**config.mk**
```make
export PLATFORM = sky130hd
export DESIGN_NAME = llsc_arbiter
export DESIGN_NICKNAME = d
export VERILOG_FILES = /design/src/rtl/llsc_arbiter_pkg.sv /design/src/rtl/llsc_req_fifo.sv /design/src/rtl/llsc_arbiter.sv
export SDC_FILE = /design/constraint.sdc
export NUM_CORES = 1
export LEC_CHECK = 0
export BUFFER_PORTS_ARGS = -buffer_cell sky130_fd_sc_hd__buf_2
export CAP_MARGIN = 20
export CORE_ASPECT_RATIO = 1.2
export CORE_MARGIN = 2
export CORE_UTILIZATION = 44
export DETAILED_ROUTE_END_ITERATION = 16
export GPL_TIMING_DRIVEN = 0
export SETUP_SLACK_MARGIN = 0.1
export SYNTH_ARGS = -nofsm -noshare
export SYNTH_HDL_FRONTEND = slang
export SYNTH_HIERARCHICAL = 1
export SYNTH_SLANG_ARGS = --single-unit
```
**constraint.sdc**
```tcl
create_clock -name clk_i -period 12.22 [get_ports clk_i]
set_input_delay 2.444 -clock clk_i [delete_from_list [all_inputs] [get_ports clk_i]]
set_output_delay 2.444 -clock clk_i [all_outputs]
set_load 0.005 [all_outputs]
```
**src/rtl/llsc_arbiter_pkg.sv**
```systemverilog
// Shared types for the LL/SC arbiter: memory instruction kinds, FSM states
// and the response-success helper.
package llsc_arbiter_pkg;

  typedef enum logic [2:0] {
    NO_MEM_INST   = 3'd0,
    IS_LD_INST    = 3'd1,
    IS_ST_INST    = 3'd2,
    IS_LDL_INST   = 3'd3,
    IS_STQ_INST   = 3'd4,
    IS_STQ_C_INST = 3'd5
  } MEM_INST_TYPE;

  // Number of reservation-table entries on the far side of the arbiter.
  localparam int unsigned LLSC_SIZE = 4;

  typedef enum logic {
    StRun,
    StStall
  } llsc_state_e;

  function automatic logic is_llsc_inst(input MEM_INST_TYPE t);
    return (t == IS_LDL_INST) || (t == IS_STQ_INST) || (t == IS_STQ_C_INST);
  endfunction

  function automatic logic resp_success(input MEM_INST_TYPE t, input logic store_ok);
    logic ok;
    ok = 1'b0;
    unique case (t)
      IS_STQ_C_INST: ok = store_ok;
      IS_STQ_INST:   ok = 1'b1;
      default:       ok = 1'b0;
    endcase
    return ok;
  endfunction

endpackage

```
**src/rtl/llsc_req_fifo.sv**
```systemverilog
// In-order request queue with two write ports and two read ports.
// Port 1 writes ahead of port 2; reads pop 0, 1 or 2 entries from the head.
module llsc_req_fifo #(
  parameter int unsigned Depth = 4,
  parameter int unsigned Width = 8,
  localparam int unsigned PtrW = $clog2(Depth),
  localparam int unsigned CntW = $clog2(Depth) + 1
) (
  input  logic             clk_i,
  input  logic             rst_ni,
  input  logic             flush_i,
  input  logic             wr1_en_i,
  input  logic [Width-1:0] wr1_data_i,
  input  logic             wr2_en_i,
  input  logic [Width-1:0] wr2_data_i,
  input  logic [1:0]       rd_cnt_i,
  output logic             rd0_valid_o,
  output logic [Width-1:0] rd0_data_o,
  output logic             rd1_valid_o,
  output logic [Width-1:0] rd1_data_o,
  output logic [CntW-1:0]  free_o
);

  logic [Width-1:0] mem_q [Depth];
  logic [PtrW-1:0]  head_q, head_d, tail_q, tail_d;
  logic [PtrW-1:0]  wr2_idx, head1_idx;
  logic [CntW-1:0]  count_q, count_d;
  logic [1:0]       wr_cnt;

  always_comb begin
    wr_cnt    = 2'(wr1_en_i) + 2'(wr2_en_i);
    // A lone port-2 write lands in the first free slot.
    wr2_idx   = wr1_en_i ? tail_q + PtrW'(1) : tail_q;
    head1_idx = head_q + PtrW'(1);
    head_d    = head_q + PtrW'(rd_cnt_i);
    tail_d    = tail_q + PtrW'(wr_cnt);
    count_d   = count_q + CntW'(wr_cnt) - CntW'(rd_cnt_i);
    if (flush_i) begin
      head_d  = '0;
      tail_d  = '0;
      count_d = '0;
    end
  end

  always_ff @(posedge clk_i or negedge rst_ni) begin
    if (!rst_ni) begin
      head_q  <= '0;
      tail_q  <= '0;
      count_q <= '0;
      for (int unsigned i = 0; i < Depth; i++) begin
        mem_q[i] <= '0;
      end
    end else begin
      head_q  <= head_d;
      tail_q  <= tail_d;
      count_q <= count_d;
      if (!flush_i) begin
        if (wr1_en_i) mem_q[tail_q] <= wr1_data_i;
        if (wr2_en_i) mem_q[wr2_idx] <= wr2_data_i;
      end
    end
  end

  assign rd0_valid_o = (count_q != '0);
  assign rd1_valid_o = (count_q >= CntW'(2));
  assign rd0_data_o  = mem_q[head_q];
  assign rd1_data_o  = mem_q[head1_idx];
  assign free_o      = CntW'(Depth) - count_q;

endmodule

```
**src/rtl/llsc_arbiter.sv**
```systemverilog
// Arbitrates LL/SC requests from two ports into the reservation table:
// queues them, issues up to two in order per cycle and registers responses.
module llsc_arbiter
  import llsc_arbiter_pkg::*;
#(
  parameter int unsigned Q_DEPTH     = 4,
  parameter int unsigned TAG_W       = 6,
  parameter int unsigned STALL_LIMIT = 16
) (
  input  logic              clk_i,
  input  logic              rst_ni,
  input  logic              flush_i,
  input  logic              req1_valid_i,
  input  MEM_INST_TYPE      req1_type_i,
  input  logic [63:0]       req1_addr_i,
  input  logic [TAG_W-1:0]  req1_tag_i,
  output logic              req1_ready_o,
  input  logic              req2_valid_i,
  input  MEM_INST_TYPE      req2_type_i,
  input  logic [63:0]       req2_addr_i,
  input  logic [TAG_W-1:0]  req2_tag_i,
  output logic              req2_ready_o,
  output MEM_INST_TYPE      llsc_inst1_type_o,
  output logic [63:0]       llsc_inst1_addr_o,
  input  logic              llsc_inst1_store_success_i,
  output MEM_INST_TYPE      llsc_inst2_type_o,
  output logic [63:0]       llsc_inst2_addr_o,
  input  logic              llsc_inst2_store_success_i,
  input  logic              llsc_full_i,
  output logic              resp1_valid_o,
  output logic [TAG_W-1:0]  resp1_tag_o,
  output logic              resp1_success_o,
  output logic              resp2_valid_o,
  output logic [TAG_W-1:0]  resp2_tag_o,
  output logic              resp2_success_o,
  output logic              stall_timeout_o
);

  localparam int unsigned TypeW  = $bits(MEM_INST_TYPE);
  localparam int unsigned EntryW = TypeW + 64 + TAG_W;
  localparam int unsigned CntW   = $clog2(Q_DEPTH) + 1;
  localparam int unsigned StallW = $clog2(STALL_LIMIT + 1);

  logic [CntW-1:0]   free;
  logic              wr1_en, wr2_en;
  logic [1:0]        rd_cnt;
  logic              e0_valid, e1_valid;
  logic [EntryW-1:0] e0, e1;
  MEM_INST_TYPE      e0_type, e1_type;
  logic [63:0]       e0_addr, e1_addr;
  logic [TAG_W-1:0]  e0_tag, e1_tag;
  logic              issue0, issue1;

  llsc_state_e       state_q, state_d;
  logic [StallW-1:0] stall_cnt_q, stall_cnt_d;

  logic              resp1_valid_d, resp2_valid_d, resp1_success_d, resp2_success_d;
  logic [TAG_W-1:0]  resp1_tag_d, resp2_tag_d;

  assign req1_ready_o = (free != '0);
  assign req2_ready_o = (free >= CntW'(2));

  assign wr1_en = !flush_i && req1_valid_i && req1_ready_o && is_llsc_inst(req1_type_i);
  assign wr2_en = !flush_i && req2_valid_i && req2_ready_o && is_llsc_inst(req2_type_i);

  llsc_req_fifo #(
    .Depth (Q_DEPTH),
    .Width (EntryW)
  ) u_fifo (
    .clk_i       (clk_i),
    .rst_ni      (rst_ni),
    .flush_i     (flush_i),
    .wr1_en_i    (wr1_en),
    .wr1_data_i  ({req1_type_i, req1_addr_i, req1_tag_i}),
    .wr2_en_i    (wr2_en),
    .wr2_data_i  ({req2_type_i, req2_addr_i, req2_tag_i}),
    .rd_cnt_i    (rd_cnt),
    .rd0_valid_o (e0_valid),
    .rd0_data_o  (e0),
    .rd1_valid_o (e1_valid),
    .rd1_data_o  (e1),
    .free_o      (free)
  );

  assign e0_type = MEM_INST_TYPE'(e0[EntryW-1 -: TypeW]);
  assign e0_addr = e0[TAG_W +: 64];
  assign e0_tag  = e0[TAG_W-1:0];
  assign e1_type = MEM_INST_TYPE'(e1[EntryW-1 -: TypeW]);
  assign e1_addr = e1[TAG_W +: 64];
  assign e1_tag  = e1[TAG_W-1:0];

  always_comb begin
    issue0 = 1'b0;
    issue1 = 1'b0;
    if (!flush_i && e0_valid && !(e0_type == IS_LDL_INST && llsc_full_i)) begin
      issue0 = 1'b1;
      // A second LDL cannot claim a reservation slot when the table is full either.
      issue1 = e1_valid && (e1_addr != e0_addr) &&
               !(e1_type == IS_LDL_INST && (e0_type == IS_LDL_INST || llsc_full_i));
    end
  end

  assign rd_cnt = 2'(issue0) + 2'(issue1);

  assign llsc_inst1_type_o = issue0 ? e0_type : NO_MEM_INST;
  assign llsc_inst1_addr_o = issue0 ? e0_addr : '0;
  assign llsc_inst2_type_o = issue1 ? e1_type : NO_MEM_INST;
  assign llsc_inst2_addr_o = issue1 ? e1_addr : '0;

  always_comb begin
    resp1_valid_d   = issue0;
    resp1_tag_d     = issue0 ? e0_tag : '0;
    resp1_success_d = issue0 && resp_success(e0_type, llsc_inst1_store_success_i);
    resp2_valid_d   = issue1;
    resp2_tag_d     = issue1 ? e1_tag : '0;
    resp2_success_d = issue1 && resp_success(e1_type, llsc_inst2_store_success_i);
  end

  always_ff @(posedge clk_i or negedge rst_ni) begin
    if (!rst_ni) begin
      resp1_valid_o   <= 1'b0;
      resp1_tag_o     <= '0;
      resp1_success_o <= 1'b0;
      resp2_valid_o   <= 1'b0;
      resp2_tag_o     <= '0;
      resp2_success_o <= 1'b0;
    end else begin
      resp1_valid_o   <= resp1_valid_d;
      resp1_tag_o     <= resp1_tag_d;
      resp1_success_o <= resp1_success_d;
      resp2_valid_o   <= resp2_valid_d;
      resp2_tag_o     <= resp2_tag_d;
      resp2_success_o <= resp2_success_d;
    end
  end

  always_ff @(posedge clk_i or negedge rst_ni) begin
    if (!rst_ni) begin
      state_q     <= StRun;
      stall_cnt_q <= '0;
    end else begin
      state_q     <= state_d;
      stall_cnt_q <= stall_cnt_d;
    end
  end

  always_comb begin
    state_d = state_q;
    if (flush_i) begin
      state_d = StRun;
    end else begin
      unique case (state_q)
        StRun:   if (e0_valid && e0_type == IS_LDL_INST && llsc_full_i) state_d = StStall;
        StStall: if (!llsc_full_i) state_d = StRun;
        default: state_d = StRun;
      endcase
    end
  end

  always_comb begin
    stall_cnt_d = '0;
    if (state_q == StStall && state_d == StStall) begin
      stall_cnt_d = (stall_cnt_q == StallW'(STALL_LIMIT)) ? stall_cnt_q
                                                          : stall_cnt_q + StallW'(1);
    end
    stall_timeout_o = (stall_cnt_q == StallW'(STALL_LIMIT));
  end

endmodule

```
Word-level counts from Yosys, hierarchy flattened
Cells that the tools add are included.

Add/sub/neg operators: 10. $lt $le $gt $ge: 8. Equality and inequality tests: 15. Multiplexer cells: 35. Bitwise operators: 5. Reductions and logical operators: 29.

Operator list (number): $mux W292 (3); $bwmux W292 (2); $mux W73 (6); $bmux W73 S2 (2); $demux W73 S2 (2); $mux W64 (2); $ne A64 B64 Y1 (1); $eq A3 B3 Y1 const B (8); $logic_and A1 B1 Y1 (19); $eq A3 B2 Y1 const B (4); $ge A3 B3 Y1 const B (4); $mux W6 (2); $not A2 Y3 (4); $mux W5 (2); $mux W3 (3); $ge A3 B2 Y1 const B (2); $lt A3 B1 Y1 const B (2); $mux W2 (3); $pmux W1 S2 (3); $reduce_bool A3 Y1 (2); $add A5 B1 Y5 const B (1); $eq A5 B5 Y1 const B (1); $logic_or A1 B1 Y1 (5); $mux W1 (5); 9 further kinds (14).

Register bits after elaboration: 321. Output and inout port bits: 153. Logic and storage cells: 117.

Depth between registers and ports, before layout
Depth in word-level cells: 13. Mapped depth: 17. Gate-level depth less buffers: 16.

Hierarchy
The synthesis kept the hierarchy.

By module, submodules not included: llsc_req_fifo (instances 1, cells an instance 1391, area an instance 16349.4 sq um); llsc_arbiter (instances 1, cells an instance 323, area an instance 2647.5 sq um).

Worst setup path after synthesis
OpenSTA, ideal clock, no wires.

Kind: input to output. From: input flush_i. To: output llsc_inst2_addr_o[31]. Data arrival time: 3.551 ns. Slack: 6.225 ns. Stages: 6. Buffers on the path: 2. Cell sequence: nand2b_1 > a21oi_1 > nand3_1 > clkbuf_1 > clkbuf_1 > nor3b_1.

Word-level cells in the longest chain between the ends: 5.

RTL lines: start, declared (RTL line llsc_arbiter.sv:12) `input logic flush_i,`; $logic_not A1 Y1; $logic_and A1 B1 Y1 (2 in a row) (RTL line llsc_arbiter.sv:95) `if (!flush_i && e0_valid && !(e0_type == IS_LDL_INST && llsc_full_i)) begin`; $mux W1 (RTL line llsc_arbiter.sv:95); $mux W64 (RTL line llsc_arbiter.sv:108) `assign llsc_inst2_addr_o = issue1 ? e1_addr : '0;`; end, declared (RTL line llsc_arbiter.sv:27) `output logic [63:0] llsc_inst2_addr_o,`.

No other way between the ends.

Worst setup path after layout
From: register u_fifo.head_q[1]. To: output llsc_inst2_addr_o[41].

Elaborated cells on any way between the ends: 22. Classes of those cells: 1 x add/sub; 3 x eq/ne; 8 x mux; 2 x bitwise; 8 x reduce/logical.

RTL lines: start, declared (RTL line llsc_req_fifo.sv:25) `logic [PtrW-1:0] head_q, head_d, tail_q, tail_d;`; start signal, assigned (RTL line llsc_req_fifo.sv:47) `head_q <= '0;`; start signal, assigned (RTL line llsc_req_fifo.sv:54) `head_q <= head_d;`; $add A2 B1 Y2 (RTL line llsc_req_fifo.sv:34) `head1_idx = head_q + PtrW'(1);`; $not A2 Y3 (implied by the code) (RTL line llsc_req_fifo.sv:67) `assign rd1_data_o = mem_q[head1_idx];`; $bmux W73 S2 (RTL line llsc_req_fifo.sv:67); $mux W73 (implied by the code) (2 in a row) (RTL line llsc_req_fifo.sv:67); named net e1[66] (RTL line llsc_arbiter.sv:48) `logic [EntryW-1:0] e0, e1;`; $ne A64 B64 Y1 (RTL line llsc_arbiter.sv:98) `issue1 = e1_valid && (e1_addr != e0_addr) &&`; $logic_and A1 B1 Y1 (2 in a row) (RTL line llsc_arbiter.sv:98); $mux W1 (RTL line llsc_arbiter.sv:95); $mux W64 (RTL line llsc_arbiter.sv:108).

The timed path passes the listed nets, and every way through them passes these cells. The select of a mux whose other input is x is not followed.

==> impl_metrics.ini <==
[placement]
postPlaceCellArea_sq_mm = 0.02131
dpl.hpwl_um = 52650
port_buffers = 306
dp.cells = 2575
routabilityCongestion = 0.8935
preCtsSetupSlack_ns = 4.591

[detailed_routing]
routedWlPerCell_um = 28.49
drt_pass1_iterations = 5
drt-initial-drc-count = 1982
vias_per_cell = 6.584
vias = 17401
routed_wl_um = 75310
drc = 0
antenna_left = 0

[yosys]
synth-edff-count = 0
ys_warn_count = 6
syn_inst = 1714
synthArstFlopShare_pct = 100.0
synth.area.top_cells = dfrtp_1, mux4_2, o221ai_1
yosysUniqueCellTypes = 49
avgSynthCellArea_sq_um = 11.08
yosysSeqAreaShare_pct = 42.28
syn_area_sq_mm = 0.01900
ys.flop_type = dfrtp_1
syn_nets = 1884
netlist.area_leader.share_pct = 42.28
yosys_register_bits = 321
netlist.top_cell.by_area = dfrtp_1

[sta]
worst_slack_ns = 4.201
max_slew.worst_pin.slew_ns = 0.9625
min_period_ns = 8.019
rsz0062_at_grt = false
fin_crit_sh_pct = 65.62
fmax_mhz = 124.7
tns_ns = 0
timing.final.hold_violations = 0
max-slew-margin-rel_pct = 35.63
setup_viol_count_final = 0
finalMaxSlewViolations = 0
skew_ns = 0.01978

[cts]
cts_setup_buffers = 0
cts_tree = yes
cts_buffers = 38
clkTransAtPathRegs_ns = 0.06
clockBufferDepth = 3
hold_buffers = 0
insertion_delay_ns = 0.55
clock-sinks = 321
htree_levels = 2
clk_root_buffer_cell = clkbuf_16
cts_resized = 0

[grt]
grt_pass1_wl_um = 112500
grtUsageMet3_pct = 7.698
antenna_found_initial = 1
grt_pass1_vias = 17679
grtUsageMet1_pct = 43.83
grt_util_met2_pct = 51.98
grt_use_total_pct = 33.21
grt_busiest_layer = met2
grt_max_degree = 115
overflow = 0

[critical_path]
arrival_ns = 5.57
worstPathCellList = clkbuf_1 -> buf_1 -> mux4_2 -> xor2_1 -> nor4_1 -> nand4_1 -> nor4_2 -> buf_4 -> buf_4 -> nor3b_1 -> buf_2
critPathLaunchType = flip-flop
crit_required_ns = 9.78
slowest_delay_ns = 0.78
crit_fanout = 10
cp_common_cell = buf_4
endpoint_kind = primary output
critPathSlowestCell = buf_1
critical_path_class = flip-flop to primary output

[cells_and_area]
diodes = 0
num-nets-final = 2233
fin_area_sq_mm = 0.02267
layout-drive-gt1-share_pct = 29.17
fillers = 3837
layout_common_cells = nand2_1, buf_2, dfrtp_1, o221ai_1, mux4_2
mostFrequentLayoutCell = nand2_1
final_util_pct = 53.10
area_growth_pct = 19.31
final_cells = 2643

[floorplan]
dieArea_sq_mm = 0.04486
start_util_pct = 44.51
fp-row-count = 83
core_sq_mm = 0.04268
die_width_um = 193.7
io_pins = 307
die_y_um = 231.6

[power]
leakage_nw = 9.890
cellPowerDensity_mw_per_mm2 = 236.2
vdd_ir_drop_max_mv = 0.1096

[flow_run]
cap_viol_max_count = 0

[min_path]
hold_path.class = flip-flop to flip-flop

[run_status]
run_status = complete, no violations
## flip-flops by register name, summed over array words and instances (netlist names)
| signal | count |
|---|---|
| stall_cnt_q | 5 |
| resp1_success_o | 1 |
| resp1_tag_o | 6 |
| u_fifo/head_q | 2 |
| u_fifo/count_q | 3 |
| resp2_tag_o | 6 |
| resp2_success_o | 1 |
| state_q | 1 |
| u_fifo/tail_q | 2 |
| resp2_valid_o | 1 |
| u_fifo/mem_q | 292 |
| resp1_valid_o | 1 |
## stage by stage
step	total power [mW]	hold WS [ns]
5_1_grt	5.580	0.5300
3_5_place_dp	4.094	0.4925
4_1_cts	5.327	0.5074
3_3_place_gp	4.049	0.4807
6_report	5.353	0.5092
2_1_floorplan	3.143	0.4618
## Yosys cell counts (all sizes together) (2+ instances only)
| master | count |
|---|---|
| nand2 | 376 |
| dfrtp | 321 |
| o221ai | 219 |
| mux4 | 146 |
| buf | 93 |
| nor2 | 85 |
| nor3b | 75 |
| and2 | 73 |
| clkbuf | 73 |
| a221o | 72 |
| xor2 | 67 |
| nor4 | 17 |
| inv | 16 |
| ha | 14 |
| xnor2 | 7 |
| nor2b | 6 |
| nor3 | 6 |
| nand3 | 5 |
| a21oi | 4 |
| a31oi | 4 |
| nand4 | 4 |
| mux2i | 3 |
| nand2b | 3 |
| nand3b | 3 |
| o21ai | 3 |
| a31o | 2 |
| and4b | 2 |
| fa | 2 |
| nand4b | 2 |
| nand4bb | 2 |
| or3 | 2 |
## critical path: cells and delay by family, from the launching register on
kind	cells	cell delay (ns)
xor gates and xnor gates	1	0.22
buffers and inverters	5	2.19
DFF	1	0.39
muxes	1	0.47
and+or+nand+nor	4	1.74
## final timing paths
| path | to | slack (ns) | cells after the start | from |
|---|---|---|---|---|
| worst max register to register | u_fifo/count_q[2] | 6.13 | 17 | u_fifo/head_q[1] |
| worst min register to register | u_fifo/mem_q[160] | 0.51 | 2 | u_fifo/mem_q[160] |
| min in group asynchronous | state_q | 1.91 | 1 | rst_ni |
| max in group asynchronous | u_fifo/mem_q[36] | 9.22 | 2 | rst_ni |
| worst min-delay path | u_fifo/mem_q[160] | 0.51 | 2 | u_fifo/mem_q[160] |
| worst max-delay path | llsc_inst2_addr_o[41] | 4.20 | 11 | u_fifo/head_q[1] |
## power breakdown
| group | total (mW) | switching, mW | internal, mW |
|---|---|---|---|
| Combinational | 2.52 | 1.43 | 1.08 |
| Sequential | 1.61 | 0.248 | 1.37 |
| Clock | 1.22 | 0.476 | 0.748 |
## per-layer routing
layer / routed length [um] / share of wire, %
met3: 7519 / 10
met1: 29290 / 39
met5: 13 / 0.017
met2: 34840 / 46
met4: 3639 / 4.8
## cell type report
type                            instances  area, sq um  share of cell area (%)
Clock buffer                           60         1257                   5.548
Inverter                               16        60.06                  0.2650
Buffer                                166        784.5                   3.461
Multi-Input combinational cell       1211        10120                   44.65
Tap cell                              552        690.7                   3.047
Clock inverter                          8        96.34                  0.4251
Timing Repair Buffer                  309         1624                   7.165
Sequential cell                       321         8033                   35.44
## cell families (layout without fill, tap and decap cells)
family,Yosys count,after routing,share of synthesized area (%)
AND/OR/NAND/NOR,663,663,16.46
adder cells (fa/ha/maj),16,16,1.133
buffers and inverters,182,559,4.446
multiplexers,149,149,17.47
AO/OA/AOI/OAI,309,309,14.80
XOR/XNOR,74,74,3.412
flip-flops,321,321,42.28
No activity file was read; power rests on OpenSTA's default activity.
